$ cat src/rtl/mest_pro_pkg.sv
// rtl/mest_pro_pkg.sv - shared widths, field positions and FSM states for the MESTPro fetch stage.
`ifndef OPCODE_SIZE
`define OPCODE_SIZE 8
`endif
`ifndef OPERANDA_SIZE
`define OPERANDA_SIZE 8
`endif
`ifndef OPERANDB_SIZE
`define OPERANDB_SIZE 8
`endif
`ifndef INSTRUCTION_SIZE
`define INSTRUCTION_SIZE 24
`endif

package mest_pro_pkg;

  localparam int DEF_OPCODE_W = `OPCODE_SIZE;
  localparam int DEF_OPA_W    = `OPERANDA_SIZE;
  localparam int DEF_OPB_W    = `OPERANDB_SIZE;
  localparam int DEF_INSTR_W  = `INSTRUCTION_SIZE;
  localparam int DEF_PC_W     = 8;
  localparam int DEF_RS_DEPTH = 4;

  // Word layout is {opcode, operand1, operand2}, MSB first.
  localparam int OPB_LSB    = 0;
  localparam int OPA_LSB    = DEF_OPB_W;
  localparam int OPCODE_LSB = DEF_OPA_W + DEF_OPB_W;

  typedef enum logic [2:0] {
    ST_IDLE,
    ST_FETCH,
    ST_LATCH,
    ST_ISSUE,
    ST_WAIT,
    ST_HALTED
  } fetch_state_e;

endpackage

$ cat src/rtl/mest_pro_ret_stack.sv
// rtl/mest_pro_ret_stack.sv - return-address LIFO; push onto full or pop from empty is dropped.
module mest_pro_ret_stack #(
  parameter int DATA_W = 8,
  parameter int DEPTH  = 4
) (
  input  logic              clk,
  input  logic              reset_n,
  input  logic              clear,
  input  logic              push,
  input  logic              pop,
  input  logic [DATA_W-1:0] push_data,
  output logic [DATA_W-1:0] top_data,
  output logic              full,
  output logic              empty
);

  localparam int SP_W  = $clog2(DEPTH + 1);
  localparam int IDX_W = (DEPTH > 1) ? $clog2(DEPTH) : 1;

  logic [DATA_W-1:0] mem [DEPTH];
  logic [SP_W-1:0]   sp;
  logic [SP_W-1:0]   sp_dec;
  logic [IDX_W-1:0]  wr_idx;
  logic [IDX_W-1:0]  rd_idx;

  assign sp_dec   = sp - 1'b1;
  assign wr_idx   = IDX_W'(sp);
  assign rd_idx   = IDX_W'(sp_dec);
  assign full     = (sp == SP_W'(DEPTH));
  assign empty    = (sp == '0);
  assign top_data = empty ? '0 : mem[rd_idx];

  always_ff @(posedge clk) begin
    if (!reset_n || clear) begin
      sp <= '0;
    end else if (push && !full) begin
      sp <= sp + 1'b1;
    end else if (pop && !empty) begin
      sp <= sp_dec;
    end
  end

  always_ff @(posedge clk) begin
    if (push && !full) begin
      mem[wr_idx] <= push_data;
    end
  end

endmodule

$ cat src/rtl/mest_pro_fetch.sv
// rtl/mest_pro_fetch.sv - fetch/issue sequencer feeding the MESTPro execute stage.
module mest_pro_fetch
  import mest_pro_pkg::*;
#(
  parameter int OPCODE_W = DEF_OPCODE_W,
  parameter int OPA_W    = DEF_OPA_W,
  parameter int OPB_W    = DEF_OPB_W,
  parameter int INSTR_W  = DEF_INSTR_W,
  parameter int PC_W     = DEF_PC_W,
  parameter int RS_DEPTH = DEF_RS_DEPTH
) (
  input  logic                clk,
  input  logic                i_reset_n,
  input  logic                i_start,
  output logic                o_imem_rd,
  output logic [PC_W-1:0]     o_imem_addr,
  input  logic [INSTR_W-1:0]  i_imem_data,
  output logic [OPCODE_W-1:0] o_op_code,
  output logic [OPA_W-1:0]    o_operand1,
  output logic [OPB_W-1:0]    o_operand2,
  output logic [INSTR_W-1:0]  o_load_reg,
  output logic                o_execute,
  input  logic                i_exec_done,
  input  logic                i_jump,
  input  logic                i_return_pc,
  input  logic                i_end_of_code,
  output logic [PC_W-1:0]     o_pc,
  output logic                o_busy,
  output logic                o_halted,
  output logic                o_stack_err
);

  fetch_state_e state;

  logic [PC_W-1:0]        pc;
  logic [PC_W-1:0]        pc_inc;
  logic [PC_W-1:0]        jump_target;
  logic [OPA_W+OPB_W-1:0] target_full;
  logic [PC_W-1:0]        stk_top;
  logic                   stk_full;
  logic                   stk_empty;
  logic                   stk_push;
  logic                   stk_pop;
  logic                   stk_clear;
  logic                   done_now;
  logic                   stack_err;

  assign pc_inc      = pc + 1'b1;
  assign target_full = {o_operand1, o_operand2};
  assign jump_target = target_full[PC_W-1:0];

  // Stack commands follow the same halt > return > jump priority as the PC update.
  assign done_now  = (state == ST_WAIT) && i_exec_done;
  assign stk_pop   = done_now && !i_end_of_code && i_return_pc;
  assign stk_push  = done_now && !i_end_of_code && !i_return_pc && i_jump;
  assign stk_clear = (state == ST_HALTED) && i_start;

  mest_pro_ret_stack #(
    .DATA_W (PC_W),
    .DEPTH  (RS_DEPTH)
  ) u_ret_stack (
    .clk       (clk),
    .reset_n   (i_reset_n),
    .clear     (stk_clear),
    .push      (stk_push),
    .pop       (stk_pop),
    .push_data (pc_inc),
    .top_data  (stk_top),
    .full      (stk_full),
    .empty     (stk_empty)
  );

  always_ff @(posedge clk) begin
    if (!i_reset_n) begin
      state      <= ST_IDLE;
      pc         <= '0;
      stack_err  <= 1'b0;
      o_op_code  <= '0;
      o_operand1 <= '0;
      o_operand2 <= '0;
      o_load_reg <= '0;
    end else begin
      case (state)
        ST_IDLE: begin
          if (i_start) state <= ST_FETCH;
        end
        ST_FETCH: begin
          state <= ST_LATCH;
        end
        ST_LATCH: begin
          o_op_code  <= i_imem_data[OPCODE_LSB +: OPCODE_W];
          o_operand1 <= i_imem_data[OPA_LSB +: OPA_W];
          o_operand2 <= i_imem_data[OPB_LSB +: OPB_W];
          o_load_reg <= i_imem_data;
          state      <= ST_ISSUE;
        end
        ST_ISSUE: begin
          state <= ST_WAIT;
        end
        ST_WAIT: begin
          if (i_exec_done) begin
            if (i_end_of_code) begin
              state <= ST_HALTED;
            end else begin
              state <= ST_FETCH;
              if (i_return_pc) begin
                if (stk_empty) begin
                  stack_err <= 1'b1;
                  pc        <= pc_inc;
                end else begin
                  pc <= stk_top;
                end
              end else if (i_jump) begin
                if (stk_full) stack_err <= 1'b1;
                pc <= jump_target;
              end else begin
                pc <= pc_inc;
              end
            end
          end
        end
        ST_HALTED: begin
          if (i_start) begin
            pc        <= '0;
            stack_err <= 1'b0;
            state     <= ST_FETCH;
          end
        end
        default: state <= ST_IDLE;
      endcase
    end
  end

  assign o_imem_rd   = (state == ST_FETCH);
  assign o_imem_addr = pc;
  assign o_execute   = (state == ST_ISSUE);
  assign o_pc        = pc;
  assign o_busy      = (state == ST_FETCH) || (state == ST_LATCH) ||
                       (state == ST_ISSUE) || (state == ST_WAIT);
  assign o_halted    = (state == ST_HALTED);
  assign o_stack_err = stack_err;

endmodule

$ cat config.mk
export PLATFORM = sky130hd
export DESIGN_NAME = mest_pro_fetch
export DESIGN_NICKNAME = d
export VERILOG_FILES = /design/src/rtl/mest_pro_pkg.sv /design/src/rtl/mest_pro_ret_stack.sv /design/src/rtl/mest_pro_fetch.sv
export SDC_FILE = /design/constraint.sdc
export NUM_CORES = 1
export LEC_CHECK = 0
export CELL_PAD_IN_SITES_DETAIL_PLACEMENT = 1
export CELL_PAD_IN_SITES_GLOBAL_PLACEMENT = 2
export CORE_UTILIZATION = 29
export DETAILED_ROUTE_END_ITERATION = 6
export GPL_TIMING_DRIVEN = 1
export HOLD_SLACK_MARGIN = 0.1
export PLACE_DENSITY = 0.9
export RECOVER_POWER = 25
export SYNTH_ARGS = -nofsm -noshare
export SYNTH_HDL_FRONTEND = slang
export SYNTH_SLANG_ARGS = --single-unit
$ cat constraint.sdc
create_clock -name clk -period 2.8 [get_ports clk]
set_input_delay 0.28 -clock clk [delete_from_list [all_inputs] [get_ports clk]]
set_output_delay 0.28 -clock clk [all_outputs]
set_load 0.02 [all_outputs]
---- Yosys cells after proc, flatten, opt, wreduce, memory -nomap -nowiden ----
Memories as Yosys holds them, arrays and structs flattened.
Index checks and enable logic that the tools add are counted.
word-level totals
  flip-flop bits (word level) ............. 63
  RAM bits ................................ 32
  output and inout port bits .............. 69
  memories kept ........................... 1
cells by class
  add/sub/neg operators ................... 3
  eq/ne operators ......................... 13
  muxes and demuxes ....................... 23
  reduce and logical (&&, ||, !) cells .... 25
memory list
  memory           depth  bits a word  read ports  clocked after memory_dff  write ports  line                      text
  u_ret_stack.mem  4      8            1           0                         1            mest_pro_ret_stack.sv:20  logic [DATA_W-1:0] mem [DEPTH];
operator list
  cell                                                                number
  8-bit two-way mux                                                   6
  8-bit one-hot mux with 2 select lines                               1
  3-bit two-way mux                                                   5
  3-bit one-hot mux with 5 select lines                               1
  3-bit == test, second input constant                                3
  1-bit two-way mux                                                   9
  8-bit by 1-bit adder with 8-bit output, second input constant       1
  1-bit logical AND                                                   8
  7-bit AND reduction                                                 1
  3-bit by 2-bit == test with 1-bit output, second input constant     2
  3-bit zero test                                                     2
  2-bit != test, second input constant                                3
  3-bit by 2-bit != test with 1-bit output, second input constant     2
  1-bit zero test                                                     5
  1-bit logical OR                                                    4
  4-bit AND reduction                                                 1
  2-bit nonzero test                                                  2
  3-bit by 1-bit adder with 3-bit output, second input constant       1
  3-bit by 1-bit == test with 1-bit output, second input constant     1
  3-bit != test, second input constant                                1
  3-bit by 1-bit subtractor with 3-bit output, second input constant  1
  2-bit by 1-bit != test with 1-bit output, second input constant     1
  1-bit one-hot mux with 2 select lines                               1
  2-bit AND reduction                                                 1
  2-bit OR reduction                                                  1

---- Logic depth before layout (Yosys ltp) ----
  depth after elaboration ................. 8
  gate-level depth with buffers ........... 8
  gate-level depth less buffers ........... 7

---- Hierarchy ----
Synthesis repeated with hierarchy kept, for this count alone.
second synthesis, totals
  cell total of the unflattened synthesis .. 345
  area total of the unflattened synthesis .. 3607.2 µm²
modules (own cells, without submodules)
  module              instances  cells each  area each (µm²)  seq. area each (µm²)
  mest_pro_fetch      1          261         2103.3           720.7
  mest_pro_ret_stack  1          84          1503.9           1021.0

---- Least setup slack after synthesis ----
No wires, ideal clock.
  path type ............................... register -> register
  start ................................... reg u_ret_stack.sp[0]
  end ..................................... reg pc[2] (netlist: o_imem_addr[2])
  setup time .............................. 129 ps
  data arrival time ....................... 1913 ps
  slack ................................... 758 ps
  stages on the path, launching flop included .. 9
  buffers on the path ..................... 2
  path through ............................ dfxtp_1 -> buf_6 -> inv_1 -> ha_1 -> clkbuf_1 -> mux4_1 -> and3_1 -> a221oi_2 -> o32ai_1
on the way
  cells in the longest elaborated chain, start to end .. 7
  elaborated cells between the ends (all ways) .. 8
  classes of those cells .................. 1 x add/sub; 5 x mux; 1 x reduce/logical; 1 x memory
ends and longest elaborated chain
  element                                      line                      text
  start, declared                              mest_pro_ret_stack.sv:21  logic [SP_W-1:0] sp;
  start signal, assigned                       mest_pro_ret_stack.sv:37  sp <= sp + 1'b1;
  start signal, assigned                       mest_pro_ret_stack.sv:39  sp <= sp_dec;
  3-bit by 1-bit subtractor with 3-bit output  mest_pro_ret_stack.sv:26  assign sp_dec = sp - 1'b1;
  memory read 4 x 8 bit                        n/a
  8-bit two-way mux (*)                        mest_pro_fetch.sv:107     if (stk_empty) begin
  8-bit two-way mux (*)                        mest_pro_fetch.sv:106     if (i_return_pc) begin
  8-bit two-way mux (*)                        mest_pro_fetch.sv:102     if (i_end_of_code) begin
  8-bit two-way mux (*)                        mest_pro_fetch.sv:101     if (i_exec_done) begin
  8-bit one-hot mux with 2 select lines (*)    mest_pro_fetch.sv:83      case (state)
  end signal, assigned                         mest_pro_fetch.sv:109     pc <= pc_inc;
  end signal, assigned                         mest_pro_fetch.sv:111     pc <= stk_top;
  end signal, assigned                         mest_pro_fetch.sv:115     pc <= jump_target;
  end, declared                                mest_pro_fetch.sv:35      logic [PC_W-1:0] pc;
Every way passes the cells marked *; elsewhere a longest branch is shown, timed or not. The select of a mux whose other input is x is not followed.
A chain may end at the register's enable or synchronous reset.

---- Worst setup path in the final report ----
  start ................................... reg state[0]
  end ..................................... out o_imem_rd
on the way
  cells in the longest elaborated chain, start to end .. 1
ends and longest elaborated chain
  element                                   line                   text
  start, declared                           mest_pro_fetch.sv:33   fetch_state_e state;
  start signal, assigned                    mest_pro_fetch.sv:75   state <= ST_IDLE;
  start signal, assigned                    mest_pro_fetch.sv:85   if (i_start) state <= ST_FETCH;
  start signal, assigned                    mest_pro_fetch.sv:88   state <= ST_LATCH;
  3-bit by 1-bit == test with 1-bit output  mest_pro_fetch.sv:134  assign o_imem_rd = (state == ST_FETCH);
  end, declared                             mest_pro_fetch.sv:15   output logic o_imem_rd,
Every way passes these cells.

==> run_results.csv <==
group,metric,value,unit
synth,synth_fp_nets,347,
clock_network,post_cts_buffers,0,
cells_and_area,largest_reg_flops,32,
synth,synth_area,3280,µm²
cells_and_area,final_cell_mix,"81 x clkdlybuf4s50_1, 63 x nand2_1, 39 x dfxtp_1, 32 x edfxtp_1, 28 x a21oi_1",
synth,ys_types,45,
worst_setup_path,cpPeakStageDelay,0.68,ns
routing,ant_nets,0,
cells_and_area,drive_above_1_share,0.0729,
worst_setup_path,path_cells,"nor3b_1, clkdlybuf4s50_1",
timing,final.setup_skew,0.00792,ns
clock_network,cts_resized,0,
cells_and_area,layout_commonest_cell,"clkdlybuf4s50_1",
synth,ys.flop_type,"dfxtp_1",
die,start_util,0.300,
clock_network,cts_tree,"yes",
place,place_area,4180,µm²
cells_and_area,n_fill_cell,1227,
place,port_buffers,99,
job,drv_cap,0,
cells_and_area,largest-register,"u_ret_stack.mem",
power_and_ir_drop,total_power,2.48,mW
routing,avgViaCountPerCell,4.78,
routing,drc,0,
place,dp_hpwl,6430,µm
synth,async_reset_ff_frac,0,
worst_setup_path,worstSetupPathType,"reg -> out",
timing,drv_slew,0,
die,io_pins,100,
timing,period_needed,2.17,ns
worst_setup_path,crit_path_top_delay_cell,"clkdlybuf4s50_1",
cells_and_area,diodes,0,
global_routing,antenna_found_initial,0,
outcome,status,"finished clean",
cells_and_area,final_util,0.408,
cells_and_area,area_delta_synth_final,35.9,%
die,die_w,108,µm
synth,ys_warn_count,0,
cells_and_area,fin_nets,416,
power_and_ir_drop,leakage,1.54,nW
timing,rsz0062_at_grt,"false",
clock_network,clockBufferDepth,2,
clock_network,cts_hold_buf,0,
synth,ys_seq_area_frac,0.531,
routing,wire_per_inst,16.5,µm
timing,finalHoldViolations,0,
worst_setup_path,path_buf_inv,1,
clock_network,cts_max_level,3,
timing,fmax,461,MHz
synth,ys_ff_latch,71,
cells_and_area,design_area,4460,µm²
timing,setup_viol,0,
worst_setup_path,crit_fanout,13,
routing,finalWirelength,8630,µm
worst_setup_path,crit_family,"buffers and inverters",
timing,fin_setup_tns,0,ns
worst_setup_path,end_kind,"output port",
die,core_area,10900,µm²
routing,drt_first_pass_iters,4,
power_and_ir_drop,p_per_area,557,nW/µm²
global_routing,overflow,0,
routing,num_vias,2505,
global_routing,grt_max_degree,29,
timing,whs,0.470,ns
clock_network,clock_sinks,71,
synth,syn_avg_cell_area,10.6,µm²
clock_network,clkLatencyLatePin,0.33,ns
place,gp_congestion,0.793,
die,die_h,108,µm
clock_network,clkSlewWorstSetupHoldPaths,0.06,ns
synth,synthCells,310,
synth,synth_edf_count,32,
worst_setup_path,critPathArrivalTime,1.89,ns
die,fp.dieArea,11700,µm²
global_routing,grt_pass1_wl,13400,µm
global_routing,grt_pass1_vias,2518,
min_path,min_path_type,"reg -> reg",
routing,drt_iter0_markers,101,
worst_setup_path,cp-start-kind,"register",
global_routing,grt_usage,0.151,
timing,period_share,0.774,
die,placementRows,38,
clock_network,cts-buffers-inserted,9,
worst_setup_path,crit_required,2.52,ns
power_and_ir_drop,irDropWorstVdd,0.000270,V
timing,max_slew_margin,0.143,
timing,worst_pin_slew,1.29,ns
clock_network,cts-root-buf,"clkbuf_16",
[worst min-delay path, stage by stage, from the launching register on]
cell     delay (ns)
dfxtp_1        0.32
a21oi_1        0.04
nor2_1         0.07
[power by group]
group | internal [mW] | total [mW] | switching (mW)
Combinational | 0.131 | 0.271 | 0.140
Sequential | 1.10 | 1.12 | 0.0275
Clock | 0.615 | 1.09 | 0.474
Total | 1.84 | 2.48 | 0.641
[worst paths after layout]
kind / start / end / slack [ns] / cells after the start
worst max-delay path: state[0] / o_imem_rd / 0.63 / 2
worst min-delay path: o_stack_err / o_stack_err / 0.47 / 2
worst max register to register: u_ret_stack.sp[1] / o_imem_addr[7] / 0.67 / 6
worst min register to register: o_stack_err / o_stack_err / 0.47 / 2
[cell type report]
cell class | count | area (µm²) | area share
multi-input combinational | 188 | 1220 | 0.273
timing repair buffer | 103 | 1020 | 0.228
sequential | 71 | 1740 | 0.391
inverter | 6 | 22.5 | 0.00505
clock buffer | 9 | 225 | 0.0505
clock inverter | 7 | 60.1 | 0.0135
tap | 140 | 175 | 0.0393
[through the flow]
step / worst slack [ns] / instances
after global placement: 0.564 / 508
after global routing: 0.504 / 524
after floorplan: 0.758 / 310
final: 0.632 / 524
after CTS: 0.620 / 524
after detailed placement: 0.442 / 508
[synthesized netlist by cell type, drive strengths merged, types with 3 or more instances]
cell / n / share of area
nand2: 63 / 0.072
buf: 36 / 0.081
and3: 9 / 0.017
o221ai: 3 / 0.0080
dfxtp: 39 / 0.24
a21o: 4 / 0.0092
a221oi: 3 / 0.0099
o21ai: 7 / 0.011
nor2: 15 / 0.017
a21oi: 28 / 0.043
ha: 6 / 0.023
clkbuf: 9 / 0.010
mux4: 8 / 0.063
edfxtp: 32 / 0.29
nand2b: 4 / 0.0099
inv: 6 / 0.0069
xnor2: 7 / 0.019
nand3: 5 / 0.0076
[routing by layer]
layer  vias to the layer above  share of wire  GRT usage
li1                       1207              -          -
met4                         0          0.011     0.0502
met3                        13          0.069     0.0434
met5                         -              0          0
met1                      1202           0.45      0.186
met2                        83           0.47      0.255
[logic make-up after synthesis]
group / share of synthesized area
xor gates and xnor gates: 0.0214
muxes: 0.0664
DFF: 0.531
adders and majority gates: 0.0229
and+or+nand+nor: 0.149
buffers and inverters: 0.0984
AOI/OAI and AO/OA: 0.111
Note: power is estimated with default switching activity, not from simulation.
==> RTL edit (config.mk and constraints unchanged) <==
The macro `OPERANDB_SIZE` goes from 8 to 4.
--- a/src/rtl/mest_pro_pkg.sv
+++ b/src/rtl/mest_pro_pkg.sv
@@ -7,5 +7,5 @@
 `endif
 `ifndef OPERANDB_SIZE
-`define OPERANDB_SIZE 8
+`define OPERANDB_SIZE 4
 `endif
 `ifndef INSTRUCTION_SIZE
Interface: changed (resized o_operand2); port bits go from 100 to 96. No check against the original RTL was run, so the function may have changed too.
==> RTL edit against the original RTL <==
Routed wire length down 2.0%; sequential share of layout area grew 1.3 points; worst setup slack worse by 0.0049 ns; final area fell by 3.1%; total power shrank 13%; combinational power decreased by 3%; sequential cell count is the same; largest power group unchanged; utilization shrank 1.1 points; final cell count down 0.76%; synthesized area down 0.92%; die area down 0.90%.
==> RTL edit: results <==
group,metric,value,unit
critical_path,rrSetupSlack,0.70,ns
pwr,sw_frac_of_total,0.279,
clock_tree,clk_latency,0.35,ns
drt,highest_layer,"met5",
sta,skew,0.0110,ns
drt,wl_per_cell,16.3,um
pwr,p_leak,1.47,nW
global_route,track_usage,0.150,
drt,viasPerCell,4.76,
global_route,grt_pass1_vias,2441,
clock_tree,cts_root_buf,"clkbuf_8",
pwr,ir_drop,0.215,mV
pwr,powerDensity,501,nW/um2
run_status,outcome,"finished, final reports clean",
sta,relSlewSlack,0.260,
min_path,min_to,"o_load_reg[21]",
yosys,synth_compound_area_frac,0.112,
placed_design,dp_worst_setup_slack,0.439,ns
yosys,synth_common_cells,"nand2_1, dfxtp_1, edfxtp_1",
yosys,synth_area_leaders,"edfxtp_1, dfxtp_1, nand2_1",
cells_and_area,nNetsFinal,412,
drt,wirelength_met1,3730,um
placed_design,gp_congestion,0.809,
yosys,muxShareOfSynthArea,0.0670,
yosys,synth_nets,343,
drt,dr_wl_met2,4120,um
global_route,grt_pass1_wl,12900,um
==> RTL edit: metrics by stage <==
| step | utilization | std cells | instance area, um2 | hold slack, ns |
|---|---|---|---|---|
| 2_1_floorplan | - | 306 | 3250 | 0.416 |
| 4_1_cts | 0.397 | 520 | 4320 | 0.461 |
| 3_5_place_dp | 0.380 | 504 | 4140 | 0.453 |
| 3_3_place_gp | 0.380 | 504 | 4140 | 0.441 |
| 5_1_grt | 0.397 | 520 | 4320 | 0.474 |
| 6_report | 0.397 | 520 | 4320 | 0.459 |
==> RTL edit: cell type report <==
class                      count  area, um2  share of cell area
sequential                    71       1740               0.403
inverter                       6       22.5             0.00521
clock buffer                   9        124              0.0287
timing repair buffer          99        977               0.226
multi-input combinational    188       1220               0.282
tap                          140        175              0.0406
clock inverter                 7       62.6              0.0145
==> RTL edit: routing by layer <==
metal,vias up,GRT usage
li1,1197,-
met1,1184,0.180
met2,80,0.258
met3,14,0.0387
met4,2,0.0509
met5,-,0
